**src/rtl/div_gen.sv**
```systemverilog
// Multi-channel programmable integer clock divider. Each channel runs its own
// phase counter; divisor and mode reload only at period boundaries or on sync.
`timescale 1ns/1ps
module div_gen #(
  parameter int WIDTH = 8,
  parameter int CH    = 2
) (
  input  logic                  clk,
  input  logic                  reset,
  input  logic [CH-1:0]         en,
  input  logic [CH*WIDTH-1:0]   div_i,
  input  logic [CH-1:0]         mode,
  input  logic                  sync,
  output logic [CH-1:0]         clk_o,
  output logic [CH-1:0]         tick,
  output logic [CH-1:0]         err
);

  localparam logic [WIDTH-1:0] ONE = WIDTH'(1);
  localparam logic [WIDTH-1:0] TWO = WIDTH'(2);

  typedef enum logic {
    S_IDLE = 1'b0,
    S_RUN  = 1'b1
  } state_t;

  // Per-channel FSM state is kept in state_q so checkers can observe it directly.
  state_t [CH-1:0]            state_q, state_d;
  logic   [CH-1:0][WIDTH-1:0] cnt_q, cnt_d;
  logic   [CH-1:0][WIDTH-1:0] dact_q, dact_d;
  logic   [CH-1:0][WIDTH-1:0] div_c;
  logic   [CH-1:0][WIDTH-1:0] hi;
  logic   [CH-1:0]            mact_q, mact_d;
  logic   [CH-1:0]            legal;
  logic   [CH-1:0]            boundary;
  logic   [CH-1:0]            clk_d, tick_d, err_d;

  for (genvar g = 0; g < CH; g++) begin : g_slice
    assign div_c[g] = div_i[g*WIDTH +: WIDTH];
    assign legal[g] = (div_c[g] >= TWO);
  end

  always_comb begin
    state_d  = state_q;
    cnt_d    = cnt_q;
    dact_d   = dact_q;
    mact_d   = mact_q;
    err_d    = err;
    clk_d    = '0;
    tick_d   = '0;
    hi       = '0;
    boundary = '0;
    for (int c = 0; c < CH; c++) begin
      if (!en[c]) begin
        state_d[c] = S_IDLE;
        cnt_d[c]   = '0;
        err_d[c]   = 1'b0;
      end else begin
        case (state_q[c])
          S_IDLE: begin
            if (legal[c]) begin
              state_d[c] = S_RUN;
              dact_d[c]  = div_c[c];
              mact_d[c]  = mode[c];
              cnt_d[c]   = '0;
            end else begin
              err_d[c] = 1'b1;
            end
          end
          S_RUN: begin
            // dact_q is always >= 2 while running, so dact_q-1 cannot wrap.
            boundary[c] = sync || (cnt_q[c] == dact_q[c] - ONE);
            if (boundary[c]) begin
              cnt_d[c] = '0;
              if (legal[c]) begin
                dact_d[c] = div_c[c];
                mact_d[c] = mode[c];
              end else begin
                err_d[c] = 1'b1;
              end
            end else begin
              cnt_d[c] = cnt_q[c] + ONE;
            end
          end
          default: state_d[c] = S_IDLE;
        endcase
        if (state_d[c] == S_RUN) begin
          // Square output is high for ceil(n/2) cycles of each period.
          hi[c]     = dact_d[c] - (dact_d[c] >> 1);
          tick_d[c] = (cnt_d[c] == '0);
          clk_d[c]  = mact_d[c] ? (cnt_d[c] == '0) : (cnt_d[c] < hi[c]);
        end
      end
    end
  end

  always_ff @(posedge clk) begin
    if (!reset) begin
      for (int c = 0; c < CH; c++) begin
        state_q[c] <= S_IDLE;
      end
      cnt_q  <= '0;
      dact_q <= '0;
      mact_q <= '0;
      clk_o  <= '0;
      tick   <= '0;
      err    <= '0;
    end else begin
      state_q <= state_d;
      cnt_q   <= cnt_d;
      dact_q  <= dact_d;
      mact_q  <= mact_d;
      clk_o   <= clk_d;
      tick    <= tick_d;
      err     <= err_d;
    end
  end

endmodule

```
**config.mk**
```make
export PLATFORM = sky130hd
export DESIGN_NAME = div_gen
export DESIGN_NICKNAME = d
export VERILOG_FILES = /design/src/rtl/div_gen.sv
export SDC_FILE = /design/constraint.sdc
export NUM_CORES = 1
export LEC_CHECK = 0
export BUFFER_PORTS_ARGS = -buffer_cell sky130_fd_sc_hd__buf_2
export CAP_MARGIN = 30
export CELL_PAD_IN_SITES_DETAIL_PLACEMENT = 0
export CELL_PAD_IN_SITES_GLOBAL_PLACEMENT = 2
export CORE_MARGIN = 1.5
export CORE_UTILIZATION = 39
export DETAILED_ROUTE_END_ITERATION = 10
export PLACE_DENSITY = 0.91
export SLEW_MARGIN = 25
export SYNTH_ARGS = -nofsm -noshare
export SYNTH_HDL_FRONTEND = slang
export SYNTH_SLANG_ARGS = --single-unit
```
**constraint.sdc**
```tcl
create_clock -name clk -period 8.2 [get_ports clk]
set_clock_uncertainty 0.2 [all_clocks]
set_input_delay 0.82 -clock clk [delete_from_list [all_inputs] [get_ports clk]]
set_output_delay 0.82 -clock clk [all_outputs]
set_load 0.005 [all_outputs]
```
* After elaboration in Yosys (flattened, before gate mapping)
Index checks and enable logic that the tools add are counted.
Widths: inputs -> output; s select.
** Operators by class
- Add/sub/neg operators :: 6
- Multiplexer cells :: 38
- $lt $le $gt $ge :: 4
- Bitwise gates (word level) :: 2
- Reductions and logical operators :: 8
- Eq/ne operators :: 4
** Operators with widths (number)
- $mux 8 :: 12
- $pmux 8 s2 :: 4
- $mux 1 :: 18
- $add 8x1->8 const B :: 2
- $eq 8x8->1 :: 2
- $ge 8x2->1 const B :: 2
- $logic_not 8->1 :: 2
- $lt 8x8->1 :: 2
- $sub 8x1->8 const B :: 2
- $sub 8x7->8 :: 2
- $pmux 1 s2 :: 4
- $reduce_and 3->1 :: 2
- $ne 2x1->1 const B :: 2
- $reduce_and 2->1 :: 2
- $logic_or 1x1->1 :: 2
- $not 1->1 :: 2
** Word-level totals
- Logic and storage cells :: 76
- Input port bits :: 23
- Register bits after elaboration :: 42

* Logic depth before layout (Yosys ltp)
- Depth in word-level cells :: 9
- Mapped depth :: 25

* Worst setup path after synthesis
Ideal clock, no wire load.
- Path type :: register to register
- Start :: register dact_q[0] in the netlist's numbering
- End :: register clk_o[0]
- Data required time :: 7.913 ns
- Data arrival time :: 4.558 ns
- Path slack :: 3.355 ns
- Cell stages (with the launch flop) :: 25
- Clock period less this slack :: 4.845 ns
- Cells stage by stage :: dfxtp_1 -> clkbuf_1 -> inv_1 -> ha_1 -> or2_2 -> a2111oi_0 -> o21ai_0 -> o211a_1 -> o21ai_1 -> clkbuf_1 -> clkbuf_1 -> nand2_1 -> o21ai_0 -> ha_1 -> inv_1 -> ha_1 -> o31ai_1 -> nand3_1 -> a41o_1 -> xnor2_1 -> ha_1 -> a21o_1 -> a21oi_1 -> nand4_1 -> o31ai_1
** On the way
- Word-level cells in the longest chain between the ends :: 9
** Ends and longest elaborated chain
- start, declared :: line 30 : logic [CH-1:0][WIDTH-1:0] dact_q, dact_d;
- start signal, assigned :: line 111 : dact_q <= dact_d;
- $sub 8x1->8 :: line 72 : boundary[c] = sync || (cnt_q[c] == dact_q[c] - ONE);
- $eq 8x8->1 :: line 72
- $logic_or 1x1->1 :: line 72
- $mux 8 :: line 73 : if (boundary[c]) begin
- $pmux 8 s2 :: line 59 : case (state_q[c])
- $mux 8 :: line 54 : if (!en[c]) begin
- $sub 8x7->8 :: line 89 : hi[c] = dact_d[c] - (dact_d[c] >> 1);
- $lt 8x8->1 :: line 91 : clk_d[c] = mact_d[c] ? (cnt_d[c] == '0) : (cnt_d[c] < hi[c]);
- $mux 1 (*) :: line 91
- end signal, assigned :: line 113 : clk_o <= clk_d;
- end, declared :: line 14 : output logic [CH-1:0] clk_o,
Every way passes the cells marked *; elsewhere a longest branch is shown, timed or not. The select of a mux whose other input is x is not followed.
A chain may end at the register's enable or synchronous reset.

* Worst setup path after layout
Same ends and word-level chain as after synthesis.

==> impl_metrics.tcl <==
set metrics [dict create \
    clk_latency_ns 0.30 \
    hold_buffers 0 \
    ys_warn_count 0 \
    drtPass1Iterations 5 \
    drt_iter0_markers 117 \
    coreArea_mm2 0.009153 \
    initial_core_util_pct 39.81 \
    timing.slew.headroom_pct 56.50 \
    crit_required_ns 8.21 \
    worstPathArrival_ns 5.42 \
    antenna_found_initial 0 \
    multi_input_comb_area_mm2 0.002589 \
    io_pins 29 \
    seq_area_frac_synth_pct 23.08 \
    synth_nets 524 \
    path_class "flip-flop to flip-flop" \
    hold_viol_final 0 \
    post_cts_buffers 0 \
    cts.root.buffer_cell "clkbuf_8" \
    die_y_um 99.66 \
    path_clk_slew_ns 0.09 \
    grt_pass1_vias 3150 \
    fin_tns_setup_ns 0 \
    regArea_um2 840.8 \
    cts_tree "built" \
    drc 0 \
    totalWireLength_mm 9.300 \
    wl_per_cell_um 15.42 \
    crit_family "compound AO/OA/AOI/OAI gates" \
    gp_congestion 0.8458 \
    final_area_mm2 0.003954 \
    port_buffers 28 \
    avgSynthCellArea_um2 7.703 \
    power_density_mw_per_mm2 140.9 \
    reg2regPathDepth 21 \
    tightest_slew_ns 0.6525 \
    netlist_instances 473 \
    syn2layout_area_growth_pct 8.516 \
    cts_max_path_buffers 2 \
    clock_sinks 42 \
    path_buf_inv 2 \
    htree_levels 2 \
    synth.area.mux_share_pct 3.056 \
    dpl-instance-area_mm2 0.003847 \
    synth_xor_area_share_pct 7.452 \
    cp_max_fo 10 \
    ctsResizeCount 0 \
    ir_drop_mv 0.06281 \
    critPathLaunchType "flip-flop" \
    critical-path-max-stage-delay_ns 0.57 \
    syn-cell-area_mm2 0.003643 \
    rsz0062_at_grt "no" \
    track_usage_pct 19.59 \
    synth-async-reset-ratio_pct 0 \
    synthAdderAreaFrac_pct 10.20 \
    hold_path.class "flip-flop to flip-flop" \
    antennaDiodeCount 0 \
    rows 35 \
    crit_cells 21 \
    status "finished, final reports clean" \
    ys_types 73 \
    nets 542 \
    slowest_stage "a21oi_1" \
    drtAntennaViolNets 0 \
    synthFlopType "dfxtp_1" \
    setup_viol 0 \
    vias_per_cell 5.645 \
    grt_max_degree 27 \
    cts_made_buffers 5 \
    fmax_mhz 184.6 \
    maxCapViolations 0 \
    grt_pass1_wl_mm 15.60 \
    synth_seq_cells 42 \
    endpoint_kind "flip-flop" \
    fillers 923 \
    slew_violations 0 \
    synth_compound_area_share_pct 25.62 \
    grt_overflow 0 \
    yosys.area_share.simple_pct 24.73 \
    finalCriticalPeriod_ns 5.417 \
    power_leakage_nw 1.701 \
    synth-edff-count 0 \
    layout-drive-gt1-share_pct 12.60 \
    die_area_mm2 0.009931 \
    worstPathCellList "inv_1 -> ha_1 -> or2_2 -> a2111oi_0 -> o21ai_0 -> o211a_1 -> o21a_1 -> a21oi_1 -> mux2i_1 -> ha_1 -> inv_1 -> ha_1 -> o31ai_1 -> nand3_1 -> a41o_1 -> xnor2_1 -> ha_1 -> a21o_1 -> a21oi_1 -> nand4_1 -> o31ai_1" \
    die_w_um 99.66 \
    synth_top_family_by_area "compound AO/OA/AOI/OAI gates" \
    vias 3404 \
    cpMostUsedCell "ha_1" \
    hold_depth 2 \
    post-dp-hpwl_mm 7.427 \
    period_share_pct 66.07 \
]
-- path summary, 6_finish.rpt --
path | from | to | slack, ns
setup / recovery | dact_q[0] | clk_o[0] | 2.78
hold / removal | err[1] | err[1] | 0.27
setup reg to reg | dact_q[0] | clk_o[0] | 2.78
hold reg to reg | err[1] | err[1] | 0.27
-- worst register-to-register path: cells and delay by family, from the launching register on --
kind | cells | cell delay, ns
adders and majority gates | 4 | 0.99
muxes | 1 | 0.35
and+or+nand+nor | 3 | 0.54
xor gates and xnor gates | 1 | 0.13
buffers and inverters | 2 | 0.12
DFF | 1 | 0.45
AOI/OAI and AO/OA | 10 | 2.56
-- per-layer routing --
metal	track usage, %	share of wire [%]
met3	3.865	4.6
met2	28.71	41
met1	29.67	53
met5	0	0
met4	3.792	1.1
-- layout by cell type, fill, tap and decap left out, types with 12 or more instances in the layout --
cell type and instances:
nor2_1 61, dfxtp_1 42, nand2_1 38, inv_1 31, ha_1 28, buf_2 28, a21oi_1 18, xnor2_1 17
o21ai_0 17, a211oi_1 15, nor2b_1 15, xor2_1 14, nand3_1 13, nor3_1 12
-- report_power, final --
part           switching (mW)  internal, mW
sequential             0.0143         0.212
clock                  0.0735        0.0913
combinational          0.0917        0.0740
-- synthesized netlist by cell type, types with 13 or more instances --
| library cell | count | area, um2 |
|---|---|---|
| ha_1 | 28 | 350.3 |
| nor2_1 | 61 | 229.0 |
| nor2b_1 | 15 | 93.84 |
| clkbuf_1 | 13 | 48.80 |
| nand2_1 | 38 | 142.6 |
| xnor2_1 | 17 | 148.9 |
| xor2_1 | 14 | 122.6 |
| inv_1 | 31 | 116.4 |
| o21ai_0 | 17 | 85.08 |
| a21oi_1 | 18 | 90.09 |
| dfxtp_1 | 42 | 840.8 |
| nand3_1 | 13 | 65.06 |
| a211oi_1 | 15 | 112.6 |
-- through the flow --
| step | worst slack (ns) | total power, mW | util (%) | std cells | hold slack [ns] |
|---|---|---|---|---|---|
| 6_report | 2.783 | 0.5570 | 43.20 | 603 | 0.2702 |
| 5_1_grt | 2.269 | 0.5953 | 43.20 | 603 | 0.3163 |
| 4_1_cts | 2.829 | 0.5620 | 43.20 | 603 | 0.2784 |
| 3_5_place_dp | 2.900 | 0.3963 | 42.04 | 595 | 0.2571 |
| 3_3_place_gp | 2.905 | 0.3952 | 42.04 | 595 | 0.2456 |
| 2_1_floorplan | 3.355 | 0.3599 | - | 473 | 0.2576 |
-- final cells by class --
class                   count  share of cell area (%)
multi-input cells         379                   65.47
clock inverters             1                  0.7595
well taps                 111                   3.513
clock buffers               7                   1.930
inverters                  33                   3.133
repair buffers             30                   3.924
flip-flops and latches     42                   21.27
-- state kept, by name, indices dropped and copies added, names as in the netlist --
name	count
clk_o	2
cnt_q	16
dact_q	16
err	2
mact_q	2
state_q	2
tick	2
-- logic make-up (layout without fill, tap and decap cells) --
kind of cell	count (synthesis)	after routing
and+or+nand+nor	185	185
adders and majority gates	30	30
xor gates and xnor gates	31	31
DFF	42	42
AOI/OAI and AO/OA	122	122
muxes	11	11
buffers and inverters	52	71
No activity file was read; power rests on OpenSTA's default activity.
